`src/rtl/bch_job_ctrl.sv`:
```
// Job sequencer between the register block and the BCH(31,16) codec engine.
// Optional watchdog/abort path is enabled by defining BCH_CTRL_TIMEOUT_EN.
module bch_job_ctrl #(
    parameter int unsigned MSG_W   = 16,
    parameter int unsigned CW_W    = 31,
    parameter int unsigned TIMEOUT = 1023
) (
    input  logic            clk,
    input  logic            rst,
    input  logic            cmd_valid,
    input  logic            cmd_mode,
    input  logic [CW_W-1:0] cmd_data,
    output logic            cmd_ready,
    input  logic            irq_clr,
    output logic            eng_start,
    output logic            eng_abort,
    output logic            eng_mode,
    output logic [CW_W-1:0] eng_din,
    input  logic            eng_done,
    input  logic [CW_W-1:0] eng_dout,
    input  logic [1:0]      eng_nerr,
    input  logic            eng_fail,
    output logic            busy,
    output logic [CW_W-1:0] res_data,
    output logic [1:0]      res_status,
    output logic [1:0]      res_nerr,
    output logic            done_irq,
    output logic            cmd_drop,
    output logic [15:0]     job_cnt,
    output logic [7:0]      led
);

    typedef enum logic [1:0] {StIdle, StLaunch, StWait, StAbort} state_e;

    localparam logic [1:0] StatOk      = 2'b00;
    localparam logic [1:0] StatCorr    = 2'b01;
    localparam logic [1:0] StatFail    = 2'b10;
    localparam logic [1:0] StatTimeout = 2'b11;

    // Encode operands only carry MSG_W message bits; the rest must reach the engine as 0.
    localparam logic [CW_W-1:0] MsgMask = CW_W'((64'd1 << MSG_W) - 64'd1);

    state_e state_q;
    logic   done_set;
    logic   drop_set;

`ifdef BCH_CTRL_TIMEOUT_EN
    localparam int unsigned     TimerW    = $clog2(TIMEOUT + 1);
    localparam logic [TimerW-1:0] TimerLast = TimerW'(TIMEOUT - 1);
    logic [TimerW-1:0] timer_q;
`endif

    function automatic logic [15:0] sat_inc(input logic [15:0] v);
        return (v == 16'hFFFF) ? v : v + 16'd1;
    endfunction

    always_comb begin
        cmd_ready = (state_q == StIdle);
        busy      = (state_q != StIdle);
        done_set  = (state_q == StWait && eng_done);
`ifdef BCH_CTRL_TIMEOUT_EN
        done_set  = done_set || (state_q == StAbort);
`endif
        drop_set  = cmd_valid && (state_q != StIdle);
        led       = {busy, done_irq, cmd_drop, res_status, job_cnt[2:0]};
    end

`ifndef BCH_CTRL_TIMEOUT_EN
    assign eng_abort = 1'b0;
`endif

    always_ff @(posedge clk or negedge rst) begin
        if (!rst) begin
            state_q    <= StIdle;
            eng_start  <= 1'b0;
            eng_mode   <= 1'b0;
            eng_din    <= '0;
            res_data   <= '0;
            res_status <= StatOk;
            res_nerr   <= 2'b00;
            done_irq   <= 1'b0;
            cmd_drop   <= 1'b0;
            job_cnt    <= 16'h0000;
`ifdef BCH_CTRL_TIMEOUT_EN
            eng_abort  <= 1'b0;
            timer_q    <= '0;
`endif
        end else begin
            eng_start <= 1'b0;
`ifdef BCH_CTRL_TIMEOUT_EN
            eng_abort <= 1'b0;
`endif
            // Set events take priority over a simultaneous clear.
            if (done_set) begin
                done_irq <= 1'b1;
            end else if (irq_clr) begin
                done_irq <= 1'b0;
            end
            if (drop_set) begin
                cmd_drop <= 1'b1;
            end else if (irq_clr) begin
                cmd_drop <= 1'b0;
            end

            unique case (state_q)
                StIdle: begin
                    if (cmd_valid) begin
                        state_q   <= StLaunch;
                        eng_start <= 1'b1;
                        eng_mode  <= cmd_mode;
                        eng_din   <= cmd_mode ? cmd_data : (cmd_data & MsgMask);
                    end
                end
                StLaunch: begin
`ifdef BCH_CTRL_TIMEOUT_EN
                    timer_q <= '0;
`endif
                    state_q <= StWait;
                end
                StWait: begin
                    if (eng_done) begin
                        res_data <= eng_dout;
                        if (eng_mode) begin
                            res_nerr <= eng_nerr;
                            if (eng_fail) begin
                                res_status <= StatFail;
                            end else if (eng_nerr != 2'b00) begin
                                res_status <= StatCorr;
                            end else begin
                                res_status <= StatOk;
                            end
                        end else begin
                            res_nerr   <= 2'b00;
                            res_status <= StatOk;
                        end
                        job_cnt <= sat_inc(job_cnt);
                        state_q <= StIdle;
                    end
`ifdef BCH_CTRL_TIMEOUT_EN
                    else if (timer_q == TimerLast) begin
                        eng_abort <= 1'b1;
                        state_q   <= StAbort;
                    end else begin
                        timer_q <= timer_q + TimerW'(1);
                    end
`endif
                end
                StAbort: begin
`ifdef BCH_CTRL_TIMEOUT_EN
                    res_data   <= '0;
                    res_nerr   <= 2'b00;
                    res_status <= StatTimeout;
                    job_cnt    <= sat_inc(job_cnt);
`endif
                    state_q    <= StIdle;
                end
                default: state_q <= StIdle;
            endcase
        end
    end

endmodule

```
`config.mk`:
```
export PLATFORM = sky130hd
export DESIGN_NAME = bch_job_ctrl
export DESIGN_NICKNAME = d
export VERILOG_FILES = /design/src/rtl/bch_job_ctrl.sv
export SDC_FILE = /design/constraint.sdc
export NUM_CORES = 1
export LEC_CHECK = 0
export CORE_ASPECT_RATIO = 0.7
export CORE_MARGIN = 5
export CORE_UTILIZATION = 38
export CTS_BUF_LIST = sky130_fd_sc_hd__clkbuf_4
export DETAILED_ROUTE_END_ITERATION = 10
export GPL_TIMING_DRIVEN = 0
export PLACE_DENSITY = 0.81
export RECOVER_POWER = 25
export SLEW_MARGIN = 20
export SYNTH_ARGS = -nofsm -noshare
export SYNTH_HDL_FRONTEND = slang
export SYNTH_SLANG_ARGS = --single-unit
```
`constraint.sdc`:
```
create_clock -name clk -period 1.8 [get_ports clk]
set_input_delay 0.36 -clock clk [delete_from_list [all_inputs] [get_ports clk]]
set_output_delay 0.36 -clock clk [all_outputs]
set_load 0.05 [all_outputs]
```
-- Yosys cells after proc, flatten, opt, wreduce, memory -nomap -nowiden
Index checks and enable logic that the tools add are counted.
- register bits: 88
- output and inout bits: 97
- word-level logic and storage cells: 42
- bitwise gates (word level): 1
- mux-type cells: 13
- eq/ne operators: 6
- $add $sub $neg: 1
- reduce and logical (&&, ||, !) cells: 11
- operators by type and width (operator ; count):
    two-way mux 31 bit ; 1
    adder 16 x 1 -> 16 bit (second input constant) ; 1
    == test 16 bit (second input constant) ; 1
    two-way mux 2 bit ; 5
    one-hot mux 2 bit (4 select lines) ; 1
    nonzero test 2 bit ; 4
    two-way mux 1 bit ; 6
    AND reduction 2 bit ; 3
    == test 2 bit (second input constant) ; 2
    != test 2 bit (second input constant) ; 2
    AND reduction 3 bit ; 1
    == test 2 x 1 -> 1 bit (second input constant) ; 1
    logical AND 1 bit ; 2
    zero test 2 bit ; 1
    NOT 1 bit ; 1

-- Logic depth before layout (Yosys ltp)
Gate-level depths: netlist of the first run.
- depth in word-level cells: 4
- mapped depth: 6

-- Least setup slack after synthesis of the first run
Ideal clock, no wire load.
- path kind: reg2out
- start: register state_q[1]
- end: output port led[7]
- setup slack: -530 ps
- arrival: 1970 ps
- cell stages (with the launch flop): 4
- path buffers: 1
- cell sequence: dfrtp_1 > nor2_1 > inv_1 > buf_4
- cells in the longest elaborated chain, start to end: 1
- RTL lines (item ; line ; RTL):
    from (decl) ; 43 ; state_e state_q;
    from (signal assigned) ; 74 ; state_q <= StIdle;
    from (signal assigned) ; 108 ; state_q <= StLaunch;
    from (signal assigned) ; 118 ; state_q <= StWait;
    nonzero test 2 bit ; 59 ; busy = (state_q != StIdle);
    to (decl) ; 30 ; output logic [7:0] led
Every way passes these cells.

-- Final worst setup path of the first run
- start: register job_cnt[0]
- end: register job_cnt[1]
- cells in the longest elaborated chain, start to end: 3
- RTL lines (item ; line ; RTL):
    from (decl) ; 29 ; output logic [15:0] job_cnt,
    from (signal assigned) ; 136 ; job_cnt <= sat_inc(job_cnt);
    parallel branches: the longest is 3 deep, another holds adder 16 x 1 -> 16 bit ; - ;
Several ways; the timed one is not identified.
A chain may end at the register's enable or synchronous reset.

==> metrics.md, run 1 <==
| Metric | Value |
|---|---|
| Status | finished, final reports clean |
| Fin nets | 594 |
| Share of the synthesized area in the top cell type | 60.8% |
| Worst setup EP type | flip-flop |
| Total routed wirelength | 9.88 mm |
| Top-count cell post-synth | nand2_1 |
| Unique masters post-synth | 37 |
| # IOs | 168 |
| Final worst slack | 0.0221 ns |
| Layout cells sized above 1 | 19.2% |
| Reg clk slew, reported paths | 0.13 ns |
| Synth Flop Type | dfrtp_1 |
| CP Launch Type | flip-flop |
| Commonest cells in the netlist | nand2_1, dfrtp_1, mux2_2 |
| Mean Syn Cell Area | 10.6 um^2 |
| Max Freq | 0.562 GHz |
| Drt via density | 4.59 |
| 1st-pass router iterations | 4 |
| VDD IR-drop max | 1.59 mV |
| Row count | 29 |
| Final Wtd Congestion | 0.848 |
| Critical path class | flip-flop to flip-flop |
| Max Root-Sink Buffers | 2 |
| Measured slew at the worst slew-check pin | 1.11 ns |
| DR DRC count | 0 |
| Largest fanout on the critical path | 10 |
| CP cell instances | ha_2 -> and4_1 -> and4bb_1 -> buf_6 -> nor2_4 -> mux2_4 |
| Hold_ws | 0.437 ns |
| DIE WIDTH | 127 um |
| Placed Cells | 633 |
| IO Port Bufs | 166 |
| Die height | 91.7 um |
| GR peak layer | met2 |
| Global-route wire length before repair | 16.0 mm |
| Crit-path max cell delay | 0.45 ns |
| Slew headroom | 26.2% |
| Worst-Skew Late Latency | 0.44 ns |
| Dpl hpwl | 7.61 mm |
| M3 GR Usage | 9.47% |
| Post-synth EDFFs | 0 |
| Clk sink count | 88 |
| Largest cells by area after synthesis | dfrtp_1, nand2_1, mux2_2 |
| RSZ-0062 raised after global routing | true |
| Clock root cell | clkbuf_4 |
| Starting density of the core | 39.5% |
| Fin crit period | 1.78 ns |
| Final cell count without fillers | 650 |
| Core Box Area | 9180 um^2 |
| WL/cell | 15.2 um |
| Hold Crit Class | input pin to flip-flop |
| Tot GR Track Use | 17.4% |
| Finished Core Util | 60.5% |
| Part of the cycle the worst path needs | 98.8% |
| Max Cap Violations | 0 |
| Met1 Usage GRT | 21.5% |
| CTS tree | yes |
| Worst Path Required | 2.14 ns |
| Pins Over Slew Limit | 0 |
| Yosys reg bits | 88 |
| CTS buffer count | 9 |
| Pwr/cell area | 1900 nW/um^2 |
| Final Hold Fails | 0 |
| Clock Skews | 0.0115 ns |
| P_leak | 2.76 nW |
| Antenna-violating nets left | 0 |
| Sequential fraction of the synthesis area | 60.8% |
| Number of global-route vias before repair | 3,100 |
| Area leader, netlist | dfrtp_1 |
| Largest net degree at the start of global routing | 48 |
| Arrival time worst endpoint | 2.12 ns |
| Synth warn | 0 |
| DP Area | 5480 um^2 |
| Initial DRC Count | 92 |
| Syn nets | 414 |
| Post-synth ARST share | 100% |
| DR vias | 2,986 |
| H-Tree Depth | 3 |
| Mapped Cells | 342 |
| Initial antenna violation count | 0 |
| Fin area | 5550 um^2 |
| Syn-to-layout area delta | 53.2% |
| Placement Setup Slack | -0.204 ns |
| GR Util met2 | 27.4% |
| Die area | 11,600 um^2 |
| CP max stage cell | dfrtp_2 |
| Mapped Area | 3620 um^2 |
| Diode count | 0 |
| Overflow after GRT | 0 |
| Setup violators final | 0 |
[metrics by stage]
stage	total power [mW]	setup TNS, ns
4_1_cts	10.7	0
2_1_floorplan	7.56	-0.0207
5_1_grt	11.2	-0.361
3_3_place_gp	9.86	-245.50
6_report	10.6	0
3_5_place_dp	9.99	-6.39
[placed cells by master, fill, tap and decap left out, drive strengths merged]
master           n
a21o             1
a22o             1
and3             1
and3b            1
and4             2
and4b            1
and4bb           1
buf             23
bufinv           2
clkbuf          28
clkdlybuf4s15   40
clkdlybuf4s50   69
clkinv           3
clkinvlp         1
conb             1
dfrtp           88
dlygate4sd2     40
dlygate4sd3      1
ha               1
inv              5
mux2            19
nand2          136
nand3            7
nand3b           1
nand4            3
nor2             6
nor3             5
nor3b            1
nor4             2
nor4b            2
o2111ai          1
o211ai           1
o21ai           16
or2              1
xnor2            1
xor2            14
[critical path, delay by kind of cell, from the launching register on]
family	cells	cell delay, ns
fa+ha+maj	1	0.20
buf+inv	1	0.16
flops	1	0.45
mux	1	0.30
simple gates	3	0.56
[cell families (layout without fill, tap and decap cells)]
group	count (synthesis)	after routing	synth area share [%]
AND/OR/NAND/NOR	170	170	21.7
flip-flops	88	88	60.8
buffers and inverters	28	212	4.31
AO/OA/AOI/OAI	20	20	3.11
multiplexers	19	19	6.01
XOR/XNOR	15	15	3.62
adder cells (fa/ha/maj)	1	1	0.345
other	1	1	0.103
[layout make-up]
type                    instances  area (um^2)
multi-input cells             226         1280
plain buffers                  23          138
inverters                       5         18.8
clock inverters                 6         85.1
well taps                     124          155
clock buffers                   9         67.6
flip-flops and latches         88         2210
fillers                       762         3630
repair buffers                169         1600
[sequential cells by signal (all words and copies together), names as in the netlist]
| register | count |
|---|---|
| eng_din | 31 |
| res_data | 31 |
| job_cnt | 16 |
| res_nerr | 2 |
| res_status | 2 |
| state_q | 2 |
| cmd_drop | 1 |
| done_irq | 1 |
| eng_mode | 1 |
| eng_start | 1 |
[layer usage]
| metal | vias to the layer above | part of all wire [%] |
|---|---|---|
| li1 | 1456 | - |
| met1 | 1396 | 42 |
| met2 | 129 | 46 |
| met3 | 5 | 11 |
| met4 | 0 | 0.57 |
| met5 | - | 0 |
[where the power goes]
group / internal (mW) / leakage [nW] / switching (mW)
Sequential: 2.77 / 1.11 / 0.502
Clock: 0.551 / 0.0794 / 0.654
Combinational: 1.71 / 1.57 / 4.38
[timing repair]
item,CTS,global route
buffers inserted,1,0
gates resized for setup,151,44
pin swaps,1,1
setup endpoints to repair,98,48
hold endpoints to repair,41,0
hold buffers,1,0
[path summary, 6_finish.rpt]
check	from	slack, ns	to	cells after the start
worst min register to register	res_nerr[0]$_DFFE_PN0P_	0.49	res_nerr[0]$_DFFE_PN0P_	2
worst min-delay path	eng_dout[26]	0.44	res_data[26]$_DFFE_PN0P_	3
worst max-delay path	job_cnt[0]$_DFFE_PN0P_	0.02	job_cnt[1]$_DFFE_PN0P_	6
max in group asynchronous	rst	0.35	eng_din[8]$_DFFE_PN0P_	3
min in group asynchronous	rst	0.67	job_cnt[8]$_DFFE_PN0P_	2
worst max register to register	job_cnt[0]$_DFFE_PN0P_	0.02	job_cnt[1]$_DFFE_PN0P_	6
Power figures use the tool's default switching activity.
==> run 2: changes to the inputs <==
- ABC_CLOCK_PERIOD_IN_PS: not set -> 1800
- CAP_MARGIN: not set -> 30
==> metrics.md, run 2 (same netlist as run 1, synthesis figures left out) <==
| Metric | Value |
|---|---|
| CTS tree | yes |
| Met1 Usage GRT | 21.5% |
| Hold Crit Class | input pin to flip-flop |
| DR vias | 2,986 |
| Total power | 10.6 mW |
| Finished Core Util | 60.5% |
| Max Freq | 0.562 GHz |
| Fin nets | 594 |
| Placement Setup Slack | -0.204 ns |
| Most common cell after layout, fill and taps aside | nand2_1 |
| Layout cells sized above 1 | 19.2% |
| Commonest cells after routing, fill and taps aside | nand2_1, dfrtp_1, clkdlybuf4s50_1 |
| DR DRC count | 0 |
| Clock root cell | clkbuf_4 |
| Overflow after GRT | 0 |
| Starting density of the core | 39.5% |
| Core Box Area | 9180 um^2 |
| Area occupied by multi-input gates | 1280 um^2 |
| VDD IR-drop max | 1.59 mV |
| Clock Skews | 0.0115 ns |
| Fin area | 5550 um^2 |
| WL/cell | 15.2 um |
| Tot GR Track Use | 17.4% |
| P_leak | 2.76 nW |
| Status | finished, final reports clean |
| Global-route wire length before repair | 16.0 mm |
| H-Tree Depth | 3 |
| Hold_ws | 0.437 ns |
| Register area | 2210 um^2 |
| Reg clk slew, reported paths | 0.13 ns |
| Clk sink count | 88 |
| DIE WIDTH | 127 um |
| DP Area | 5480 um^2 |
| Final Wtd Congestion | 0.848 |
| Pwr/cell area | 1900 nW/um^2 |
| Slew headroom | 26.2% |
| Pins Over Slew Limit | 0 |
| CTS buffer count | 9 |
| RSZ-0062 raised after global routing | true |
| Die height | 91.7 um |
| Final cell count without fillers | 650 |
| Switching share of power | 52.4% |
| Initial DRC Count | 92 |
| Max Cap Violations | 0 |
| Max Root-Sink Buffers | 2 |
| Fin crit period | 1.78 ns |
| GR peak layer | met2 |
| Critical path class | flip-flop to flip-flop |
| Worst-Skew Late Latency | 0.44 ns |
| Diode count | 0 |
| M3 GR Usage | 9.47% |
| IO Port Bufs | 166 |
| Syn-to-layout area delta | 53.2% |
| Internal | 5.03 mW |
| Total routed wirelength | 9.88 mm |
| Logic pwr share | 57.7% |
| GR Util met2 | 27.4% |
| Placed Cells | 633 |
| Final worst slack | 0.0221 ns |
| Antenna-violating nets left | 0 |
| Worst setup EP type | flip-flop |
| Number of fill cells in the layout | 762 |
| Largest fanout on the critical path | 10 |
| CP Launch Type | flip-flop |
| Sequential Power Share | 30.9% |
| Row count | 29 |
| Arrival time worst endpoint | 2.12 ns |
| Part of the cycle the worst path needs | 98.8% |
| Biggest regs | eng_din x31, res_data x31, job_cnt x16 |
| Worst Path Required | 2.14 ns |
| Final Hold Fails | 0 |
| # IOs | 168 |
| Clk pwr share | 11.4% |
| P_sw | 5.54 mW |
| Setup violators final | 0 |
| Largest net degree at the start of global routing | 48 |
| Die area | 11,600 um^2 |
| Dpl hpwl | 7.61 mm |
| Total negative slack | 0 ns |
| Number of global-route vias before repair | 3,100 |
| Drt via density | 4.59 |
| Initial antenna violation count | 0 |
| Measured slew at the worst slew-check pin | 1.11 ns |
| 1st-pass router iterations | 4 |
[run 2: final cells by class]
cell class	instances	share of cell area, %
multi-input combinational	226	23.1
tap	124	2.79
clock inverter	6	1.53
clock buffer	9	1.22
sequential	88	39.7
inverter	5	0.338
buffer	23	2.48
timing repair buffer	169	28.8
[run 2: timing repair]
item / 4_1_cts / 5_1_grt
buffers inserted: 1 / 0
gates resized for setup: 151 / 44
setup endpoints to repair: 98 / 48
pin swaps: 1 / 1
hold buffers: 1 / 0
hold endpoints to repair: 41 / 0
[run 2: power by group through the flow]
| stage | clock [mW] | sequential (mW) | combinational [mW] |
|---|---|---|---|
| detailed placement | 0 | 3.33 | 6.66 |
| finish | 1.20 | 3.27 | 6.09 |
| CTS | 1.26 | 3.27 | 6.15 |
| global placement | 0 | 3.28 | 6.57 |
| global route | 1.35 | 3.40 | 6.44 |
| floorplan | 0 | 6.00 | 1.56 |
[run 2: path summary, 6_finish.rpt]
kind	depth (start not counted)	from	endpoint	slack [ns]
hold reg to reg	2	res_nerr[0]$_DFFE_PN0P_	res_nerr[0]$_DFFE_PN0P_	0.49
setup / recovery	6	job_cnt[0]$_DFFE_PN0P_	job_cnt[1]$_DFFE_PN0P_	0.02
hold / removal	3	eng_dout[26]	res_data[26]$_DFFE_PN0P_	0.44
max in group asynchronous	3	rst	eng_din[8]$_DFFE_PN0P_	0.35
min in group asynchronous	2	rst	job_cnt[8]$_DFFE_PN0P_	0.67
setup reg to reg	6	job_cnt[0]$_DFFE_PN0P_	job_cnt[1]$_DFFE_PN0P_	0.02
[run 2: routing by layer]
layer / vias to the layer above / wire length, um
met1: 1396 / 4120
met2: 129 / 4580
li1: 1456 / -
met3: 5 / 1130
met4: 0 / 56
met5: - / 0
[run 2: critical path, cell delays in order, from the launching register on]
cell and delay, ns:
dfrtp_2 0.45, ha_2 0.20, and4_1 0.23, and4bb_1 0.22, buf_6 0.16, nor2_4 0.11
mux2_4 0.30
==> run 3: changes to the inputs <==
--- a/config.mk
+++ b/config.mk
@@ -14,5 +14,5 @@
 export DETAILED_ROUTE_END_ITERATION = 10
 export GPL_TIMING_DRIVEN = 0
-export PLACE_DENSITY = 0.81
+export PLACE_DENSITY = 0.88
 export RECOVER_POWER = 25
 export SLEW_MARGIN = 20
==> constraint.sdc (replaced) <==
create_clock -name clk -period 1.8 [get_ports clk]
set_input_delay 0.36 -clock clk [delete_from_list [all_inputs] [get_ports clk]]
set_output_delay 0.36 -clock clk [all_outputs]
set_load 0.02 [all_outputs]
==> metrics.md, run 3 (same netlist as run 1, synthesis figures left out) <==
| Metric | Value |
|---|---|
| Status | finished, final reports clean |
| Initial DRC Count | 136 |
| Die height | 91.7 um |
| Core Box Area | 9180 um^2 |
| Worst r2r src | job_cnt[0]$_DFFE_PN0P_ |
| Final worst slack | 0.0174 ns |
| Clk sink count | 88 |
| Pwr/cell area | 1500 nW/um^2 |
| Fin crit period | 1.78 ns |
| CP Launch Type | flip-flop |
| DR DRC count | 0 |
| Syn-to-layout area delta | 57.9% |
| # IOs | 168 |
| Max Cap Violations | 0 |
| Hold path depth | 3 |
| Reg2reg end | job_cnt[1]$_DFFE_PN0P_ |
| Global-route wire length before repair | 16.1 mm |
| Final Wtd Congestion | 0.832 |
| Crit-path max cell delay | 0.42 ns |
| Max Freq | 0.561 GHz |
| Dpl hpwl | 7.45 mm |
| Largest fanout on the critical path | 5 |
| H-Tree Depth | 3 |
| Fin nets | 606 |
| RSZ-0062 raised after global routing | true |
| Worst-Skew Late Latency | 0.42 ns |
| Placement Setup Slack | -0.208 ns |
| Measured slew at the worst slew-check pin | 1.10 ns |
| Drt via density | 4.71 |
| R2r worst-path depth | 7 |
| Reg clk slew, reported paths | 0.13 ns |
| Setup violators final | 0 |
| Commonest cells after routing, fill and taps aside | nand2_1, dfrtp_1, dlygate4sd2_1 |
| CP cell instances | buf_6 -> ha_4 -> and4_4 -> and4bb_2 -> buf_8 -> nor2_4 -> mux2_4 |
| VDD IR-drop max | 0.891 mV |
| Beginning of the worst hold path | eng_dout[10] |
| Total power | 8.61 mW |
| Part of the cycle the worst path needs | 99.0% |
| Pins Over Slew Limit | 0 |
| Clock Skews | 0.0202 ns |
| Largest net degree at the start of global routing | 46 |
| Starting density of the core | 39.5% |
| CTS tree | yes |
| Antenna-violating nets left | 0 |
| Most common cell after layout, fill and taps aside | nand2_1 |
| Total routed wirelength | 10.2 mm |
| CP max stage cell | dfrtp_1 |
| Critical path class | flip-flop to flip-flop |
| Diode count | 0 |
| Die area | 11,600 um^2 |
| 1st-pass router iterations | 4 |
| Worst Path Required | 2.11 ns |
| DR vias | 3,123 |
| Tot GR Track Use | 17.0% |
| IO Port Bufs | 166 |
| Clock root cell | clkbuf_4 |
| CTS buffer count | 9 |
| DIE WIDTH | 127 um |
| Initial antenna violation count | 0 |
| Worst hold endpoint | res_data[10]$_DFFE_PN0P_ |
| Overflow after GRT | 0 |
| Number of global-route vias before repair | 3,298 |
| Worst setup EP type | flip-flop |
| FF-to-FF setup slack | 0.02 ns |
| Row count | 29 |
| Arrival time worst endpoint | 2.10 ns |
| P_leak | 3.13 nW |
| Number of fill cells in the layout | 748 |
| Hold Crit Class | input pin to flip-flop |
| Max Root-Sink Buffers | 2 |
| Final Hold Fails | 0 |
| Hold_ws | 0.462 ns |
| Slew headroom | 26.5% |
| Layout cells sized above 1 | 15.8% |
| WL/cell | 15.3 um |
| Biggest regs | eng_din x31, res_data x31, job_cnt x16 |
run 3: area by class of cell:
cell class | count | area (um^2) | area share [%]
inverters | 5 | 18.8 | 0.328
flip-flops and latches | 88 | 2200 | 38.5
well taps | 124 | 155 | 2.71
clock buffers | 11 | 82.6 | 1.44
multi-input cells | 226 | 1330 | 23.2
clock inverters | 5 | 57.6 | 1.01
repair buffers | 181 | 1740 | 30.4
plain buffers | 23 | 141 | 2.47
run 3: worst max-delay path by stage:
stage          cells after the start  slack [ns]               startpoint                 endpoint
4_1_cts                            1      0.0001  res_data[9]$_DFFE_PN0P_              res_data[9]
3_3_place_gp                       1       -2.70                      rst  eng_din[10]$_DFFE_PN0P_
3_5_place_dp                       6       -0.21                 eng_done  job_cnt[14]$_DFFE_PN0P_
6_report                           7        0.02   job_cnt[0]$_DFFE_PN0P_   job_cnt[1]$_DFFE_PN0P_
2_1_floorplan                      6       0.002   job_cnt[0]$_DFFE_PN0P_   job_cnt[1]$_DFFE_PN0P_
5_1_grt                            7       -0.06   job_cnt[0]$_DFFE_PN0P_  job_cnt[15]$_DFFE_PN0P_
run 3: critical path, delay by kind of cell, from the launching register on:
family        cells  cell delay [ns]
flops             1             0.42
fa+ha+maj         1             0.15
simple gates      3             0.52
buf+inv           2             0.28
mux               1             0.30
run 3: layer usage:
metal	global-route usage, %	routed length, um	up-vias	share of wire [%]
met5	0	0	-	0
met4	4.55	114	0	1.1
met1	19.3	3950	1512	39
met3	7.61	1010	11	10
met2	29.1	5080	120	50
li1	-	-	1480	-
run 3: repair_timing:
item / in CTS / in global routing
hold endpoints to repair: 43 / 0
setup buffers: 8 / 4
gates cloned: 1 / 0
pin swaps: 1 / 7
setup endpoints to repair: 79 / 34
hold buffers: 1 / 0
gates resized for setup: 82 / 35
run 3: report_power, final:
part	switching (mW)	internal, mW
registers	0.449	2.76
clock network	0.637	0.453
logic	2.41	1.89
total	3.50	5.11
run 3: per-stage QoR:
step	util [%]	setup TNS, ns	std cells	instance area, um^2
after floorplan	-	0	342	3620
after global placement	59.3	-241.55	632	5440
after detailed placement	59.5	-5.55	633	5460
after CTS	61.0	0	659	5600
after global routing	62.3	-0.244	663	5720
final	62.3	0	663	5720
